## src/rtl/uart_text_buffer.sv

```systemverilog
// Message store between the UART receiver and the LED scanner, with optional echo path.
// Build with UART_TEXT_ECHO_EN defined to include the echo FIFO and TX handshake FSM.
module uart_text_buffer #(
    parameter int unsigned DEPTH      = 16,
    parameter int unsigned ADDR_W     = 4,
    parameter int unsigned FIFO_DEPTH = 4,
    parameter logic [7:0]  FILL_CHAR  = 8'h20
) (
    input  logic              clk_in,
    input  logic              rst,
    input  logic              rx_valid,
    input  logic [7:0]        rx_byte,
    input  logic              tx_busy,
    output logic              tx_start,
    output logic [7:0]        tx_byte,
    input  logic [ADDR_W-1:0] rd_addr,
    output logic [7:0]        rd_char,
    output logic [ADDR_W-1:0] wr_ptr,
    output logic              clearing,
    output logic              echo_ovf
);

    localparam logic [0:0] S_IDLE  = 1'b0;
    localparam logic [0:0] S_CLEAR = 1'b1;

    logic [0:0]        state_q, state_d;
    logic [ADDR_W-1:0] wr_ptr_q, wr_ptr_d;
    logic [ADDR_W-1:0] clr_cnt_q, clr_cnt_d;
    logic [7:0]        mem_q [DEPTH];
    logic [7:0]        rd_char_q;
    logic              mem_we;
    logic [ADDR_W-1:0] mem_waddr;
    logic [7:0]        mem_wdata;
    logic              push;

    always_comb begin
        state_d   = state_q;
        wr_ptr_d  = wr_ptr_q;
        clr_cnt_d = clr_cnt_q;
        mem_we    = 1'b0;
        mem_waddr = wr_ptr_q;
        mem_wdata = rx_byte;
        push      = 1'b0;
        case (state_q)
            S_CLEAR: begin
                mem_we    = 1'b1;
                mem_waddr = clr_cnt_q;
                mem_wdata = FILL_CHAR;
                clr_cnt_d = clr_cnt_q + 1'b1;
                if (clr_cnt_q == ADDR_W'(DEPTH - 1)) begin
                    state_d  = S_IDLE;
                    wr_ptr_d = '0;
                end
            end
            default: begin
                if (rx_valid) begin
                    push = 1'b1;
                    if (rx_byte == 8'h0D) begin
                        wr_ptr_d = '0;
                    end else if (rx_byte == 8'h1B) begin
                        state_d   = S_CLEAR;
                        clr_cnt_d = '0;
                        wr_ptr_d  = '0;
                    end else if (rx_byte == 8'h08) begin
                        if (wr_ptr_q != '0) begin
                            wr_ptr_d  = wr_ptr_q - 1'b1;
                            mem_we    = 1'b1;
                            mem_waddr = wr_ptr_q - 1'b1;
                            mem_wdata = FILL_CHAR;
                        end
                    end else if (rx_byte >= 8'h20 && rx_byte <= 8'h7E) begin
                        mem_we   = 1'b1;
                        wr_ptr_d = wr_ptr_q + 1'b1;
                    end
                end
            end
        endcase
    end

    always_ff @(posedge clk_in) begin
        if (rst) begin
            state_q   <= S_CLEAR;
            wr_ptr_q  <= '0;
            clr_cnt_q <= '0;
        end else begin
            state_q   <= state_d;
            wr_ptr_q  <= wr_ptr_d;
            clr_cnt_q <= clr_cnt_d;
        end
    end

    // Read-before-write RAM: a same-cycle write is not forwarded to rd_char.
    always_ff @(posedge clk_in) begin
        if (mem_we && !rst) begin
            mem_q[mem_waddr] <= mem_wdata;
        end
    end

    always_ff @(posedge clk_in) begin
        if (rst) begin
            rd_char_q <= FILL_CHAR;
        end else begin
            rd_char_q <= mem_q[rd_addr];
        end
    end

    assign rd_char  = rd_char_q;
    assign wr_ptr   = wr_ptr_q;
    assign clearing = (state_q == S_CLEAR);

`ifdef UART_TEXT_ECHO_EN
    localparam int unsigned FIFO_AW = (FIFO_DEPTH > 1) ? $clog2(FIFO_DEPTH) : 1;

    localparam logic [1:0] T_IDLE      = 2'd0;
    localparam logic [1:0] T_WAIT_BUSY = 2'd1;
    localparam logic [1:0] T_WAIT_DONE = 2'd2;

    logic [7:0]         fifo_q [FIFO_DEPTH];
    logic [FIFO_AW-1:0] fifo_wr_q, fifo_rd_q;
    logic [FIFO_AW:0]   fifo_cnt_q;
    logic [1:0]         tx_state_q, tx_state_d;
    logic [7:0]         tx_byte_q;
    logic               tx_start_q;
    logic               echo_ovf_q;
    logic               fifo_full, fifo_empty, pop, do_push;

    assign fifo_full  = (fifo_cnt_q == (FIFO_AW + 1)'(FIFO_DEPTH));
    assign fifo_empty = (fifo_cnt_q == '0);
    assign pop        = (tx_state_q == T_IDLE) && !fifo_empty && !tx_busy;
    // A pop in the same cycle frees the slot, so a push into a full FIFO still lands.
    assign do_push    = push && (!fifo_full || pop);

    always_comb begin
        tx_state_d = tx_state_q;
        case (tx_state_q)
            T_IDLE:      if (pop) tx_state_d = T_WAIT_BUSY;
            T_WAIT_BUSY: if (tx_busy) tx_state_d = T_WAIT_DONE;
            T_WAIT_DONE: if (!tx_busy) tx_state_d = T_IDLE;
            default:     tx_state_d = T_IDLE;
        endcase
    end

    always_ff @(posedge clk_in) begin
        if (do_push && !rst) begin
            fifo_q[fifo_wr_q] <= rx_byte;
        end
    end

    always_ff @(posedge clk_in) begin
        if (rst) begin
            fifo_wr_q  <= '0;
            fifo_rd_q  <= '0;
            fifo_cnt_q <= '0;
            tx_state_q <= T_IDLE;
            tx_byte_q  <= '0;
            tx_start_q <= 1'b0;
            echo_ovf_q <= 1'b0;
        end else begin
            if (do_push) fifo_wr_q <= fifo_wr_q + 1'b1;
            if (pop) begin
                fifo_rd_q <= fifo_rd_q + 1'b1;
                tx_byte_q <= fifo_q[fifo_rd_q];
            end
            fifo_cnt_q <= fifo_cnt_q + (FIFO_AW + 1)'(do_push) - (FIFO_AW + 1)'(pop);
            tx_state_q <= tx_state_d;
            tx_start_q <= pop;
            if (push && fifo_full && !pop) echo_ovf_q <= 1'b1;
        end
    end

    assign tx_start = tx_start_q;
    assign tx_byte  = tx_byte_q;
    assign echo_ovf = echo_ovf_q;
`else
    logic unused_echo;
    assign unused_echo = tx_busy | push | (FIFO_DEPTH == 0);

    assign tx_start = 1'b0;
    assign tx_byte  = 8'h00;
    assign echo_ovf = 1'b0;
`endif

endmodule

```

## config.mk

```make
export PLATFORM = sky130hd
export DESIGN_NAME = uart_text_buffer
export DESIGN_NICKNAME = d
export VERILOG_FILES = /design/src/rtl/uart_text_buffer.sv
export SDC_FILE = /design/constraint.sdc
export NUM_CORES = 1
export LEC_CHECK = 0
export CAP_MARGIN = 20
export CORE_UTILIZATION = 48
export CTS_CLUSTER_DIAMETER = 100
export DETAILED_ROUTE_END_ITERATION = 10
export MAX_ROUTING_LAYER = met4
export PLACE_DENSITY = 0.73
export SYNTH_ARGS = -nofsm -noshare
export SYNTH_HDL_FRONTEND = slang
export SYNTH_SLANG_ARGS = --single-unit
```

## constraint.sdc

```tcl
create_clock -name clk_in -period 3.2 [get_ports clk_in]
set_clock_uncertainty 0.15 [all_clocks]
set_input_delay 0.48 -clock clk_in [delete_from_list [all_inputs] [get_ports clk_in]]
set_output_delay 0.48 -clock clk_in [all_outputs]
set_load 0.02 [all_outputs]
```

==> qor_table.md <==
| Parameter | Reported | Unit |
| --- | --- | --- |
| Max-Cap Viols | 0 | - |
| Rel. slew slack | 35.8 | % |
| Placed cell areas | 6920 | µm² |
| VDD IR-drop max | 0.392 | mV |
| Half-perimeter wire length after detailed placement | 8.11 | mm |
| Type of element capturing the critical path | register | - |
| CP Depth | 8 | - |
| Number of synthesized flops with an enable pin | 128 | - |
| GR Overflow Total | 0 | - |
| Number of distinct library cells after synthesis | 57 | - |
| Final hold violations | 0 | - |
| Critical path type | primary input to register | - |
| Count of final max-slew check failures | 0 | - |
| Clock transition at the register clock pins on the worst setup and hold paths after CTS | 0.06 | ns |
| Net count reported at finish | 445 | - |
| Post-Synthesis Cell Area | 6190 | µm² |
| Crit path time final | 2.90 | ns |
| Number of antenna violations at the first check in global routing | 0 | - |
| Detailed Routing Iterations Pass 1 | 5 | - |
| Minimum setup slack after placement | -0.0643 | ns |
| Setup-violating endpoint count in the final report | 0 | - |
| Total of hold buffers inserted after clock tree synthesis | 0 | - |
| CTS Root Buffer Type | clkbuf_16 | - |
| Die height | 116 | µm |
| Post-Synthesis Mean Instance Area | 17.4 | µm² |
| Outcome | finished clean | - |
| Post-synthesis register bit count | 145 | - |
| Core area | 12,600 | µm² |
| Static leakage power | 2.55 | nW |
| Nature of the critical path startpoint | primary input | - |
| Count of cells resized by post-cts repair | 0 | - |
| Post-detailed-route DRC marker count | 0 | - |
| Area Overhead vs Synth | 20.9 | % |
| Sinks on Clock Net | 145 | - |
| Critical path, cell by cell | clkdlybuf4s50_1 > buf_4 > nor4_4 > nand3_1 > nor3_1 > a211oi_2 > nor3_1 > buf_4 | - |
| Warnings, synthesis | 0 | - |
| Cell count after synthesis | 355 | - |
| Largest net degree at the start of global routing | 33 | - |
| Proportion of synthesized chip area in sequential cells | 67.6 | % |
| Kind of cell adding the most delay to the critical path | simple AND/OR/NAND/NOR gates | - |
| Main synth FF type | edfxtp_1 | - |
| Most frequent standard cell in the layout excluding fill and tap cells | edfxtp_1 | - |
| Share of the clock period used by the worst path after layout | 90.8 | % |
| Routed vias | 3,508 | - |
| WP data required | 3.17 | ns |
| Later-pin clock latency in the skew report | 0.41 | ns |
| Tot GR Track Use | 21.6 | % |
| Count of standard-cell rows | 41 | - |
| Routed WL | 12.6 | mm |
| Initial cell density of the core | 49.1 | % |
| Number of DRC violations after detailed-routing iteration 0 | 371 | - |
| Hold depth | 2 | - |
| Final-layout setup total negative slack | 0 | ns |
| Post-CTS setup-driven buffer insertion count | 0 | - |
| Async set or reset register ratio after synthesis | 0 | % |
| H-tree depth | 4 | - |
| Global-route wire length before repair | 19.7 | mm |
| Highest-count cells in the layout ignoring fill and taps | edfxtp_1 (128), buf_4 (41), mux4_2 (40) | - |
| Final instance area | 7480 | µm² |
| Number of cells on the worst reg-to-reg path | 8 | - |
| Via count of the first global-routing pass | 3,517 | - |
| Final hold slack | 0.343 | ns |
| Buffering stage count on the worst path with inverters included | 3 | - |
| Data arrival, critical path | 2.87 | ns |
| Number of nets with antenna violations after routing | 0 | - |
| Maximum root-to-sink buffer count | 2 | - |
| Global placer's final weighted congestion | 0.861 | - |
| Average vias per placed instance | 5.74 | - |
| Max stage delay on crit path | 0.47 | ns |
| Chip Width | 116 | µm |
| Unrepaired setup endpoints after global routing | no | - |
| Setup slack of the critical path after layout | 0.296 | ns |
| Antenna diode instance count | 0 | - |
| Tightest Hold Check Type | register to register | - |
| Average detailed-routed wire length per instance | 20.6 | µm |
| Proportion of layout cells with a drive suffix above 1 | 28.2 | % |
| Slowest cell on the critical path | nor4_4 | - |
| Maximum fanout count along the critical path | 8 | - |
| TritonCTS clock tree | done | - |
| Tightest Pin Transition | 0.962 | ns |
| Power density relative to cell area | 565 | nW/µm² |
| Highest attainable clock frequency | 0.344 | GHz |
| Cts bufs inserted | 17 | - |
| Boundary pin count | 39 | - |
| Input/output buffers | 27 | - |
| Full die area | 13,400 | µm² |
[per-layer routing]
metal,global-route usage (%),part of all wire (%),vias to the layer above
met1,28.3,43,1768
met2,33.5,49,148
li1,-,-,1576
met3,4.71,6.3,16
met5,-,0,-
met4,7.45,1.1,0
[synth_stat cells, drive strengths merged, types with 3 or more instances]
cell	instances	share of area, %
a211oi	3	0.65
a21oi	9	0.73
and2	10	1.0
and3	3	0.30
buf	18	1.9
clkbuf	10	0.61
dfxtp	17	5.5
edfxtp	128	62
ha	3	0.61
inv	6	0.36
mux4	40	15
nand2	6	0.40
nand2b	3	0.30
nand3	14	1.1
nand4	3	0.30
nor2	10	0.65
nor2b	5	0.51
nor3	23	1.9
nor3b	3	0.36
[path summary, 6_finish.rpt]
kind,startpoint,to,slack (ns)
setup / recovery,rx_byte[0],mem_q[9][0]$_DFFE_PP_,0.30
hold / removal,clr_cnt_q[0]$_SDFFE_PP0P_,clr_cnt_q[0]$_SDFFE_PP0P_,0.34
setup reg to reg,wr_ptr[1]$_SDFFE_PP0P_,mem_q[10][1]$_DFFE_PP_,0.39
hold reg to reg,clr_cnt_q[0]$_SDFFE_PP0P_,clr_cnt_q[0]$_SDFFE_PP0P_,0.34
[sequential cells by signal, summed over array words and instances, names as in the netlist]
name / flops
clearing: 1
mem_q: 128
clr_cnt_q: 4
rd_char: 8
wr_ptr: 4
[worst register-to-register path: cells and delay by family, from the launching register on]
kind,cells,cell delay [ns]
AO/OA/AOI/OAI,1,0.39
adder cells (fa/ha/maj),1,0.22
buffers and inverters,2,0.33
flip-flops,1,0.36
AND/OR/NAND/NOR,4,1.04
[layout make-up]
cell class                 instances  area (µm²)
timing repair buffer              71         633
clock inverter                    11         114
clock buffer                      21         450
multi-input combinational        185        1860
fill                             931        5140
sequential                       145        4180
tap                              172         215
inverter                           6        22.5
[report_power, final]
| group | leakage (nW) | total, W | switching, W | internal, W |
|---|---|---|---|---|
| sequential | 1.31 | 0.00208 | 0.00000997 | 0.00207 |
| clock | 0.278 | 0.00188 | 0.000722 | 0.00116 |
| combinational | 0.958 | 0.000271 | 0.000138 | 0.000132 |
| total | 2.55 | 0.00423 | 0.000870 | 0.00336 |
[per-stage QoR]
stage                     util (%)  total power, W  instances
after floorplan                  -         0.00229        364
after global placement        54.8         0.00238        579
after detailed placement      54.8         0.00239        579
after CTS                     59.3         0.00425        611
after global routing          59.3         0.00435        611
final                         59.3         0.00423        611
[cells by family after synthesis]
group	count (synthesis)	synth area share [%]
muxes	42	14.9
and+or+nand+nor	91	8.81
AOI/OAI and AO/OA	39	5.21
buffers and inverters	34	2.85
DFF	145	67.6
other	1	0.0606
adders and majority gates	3	0.606
(Power assumes the default switching activity.)
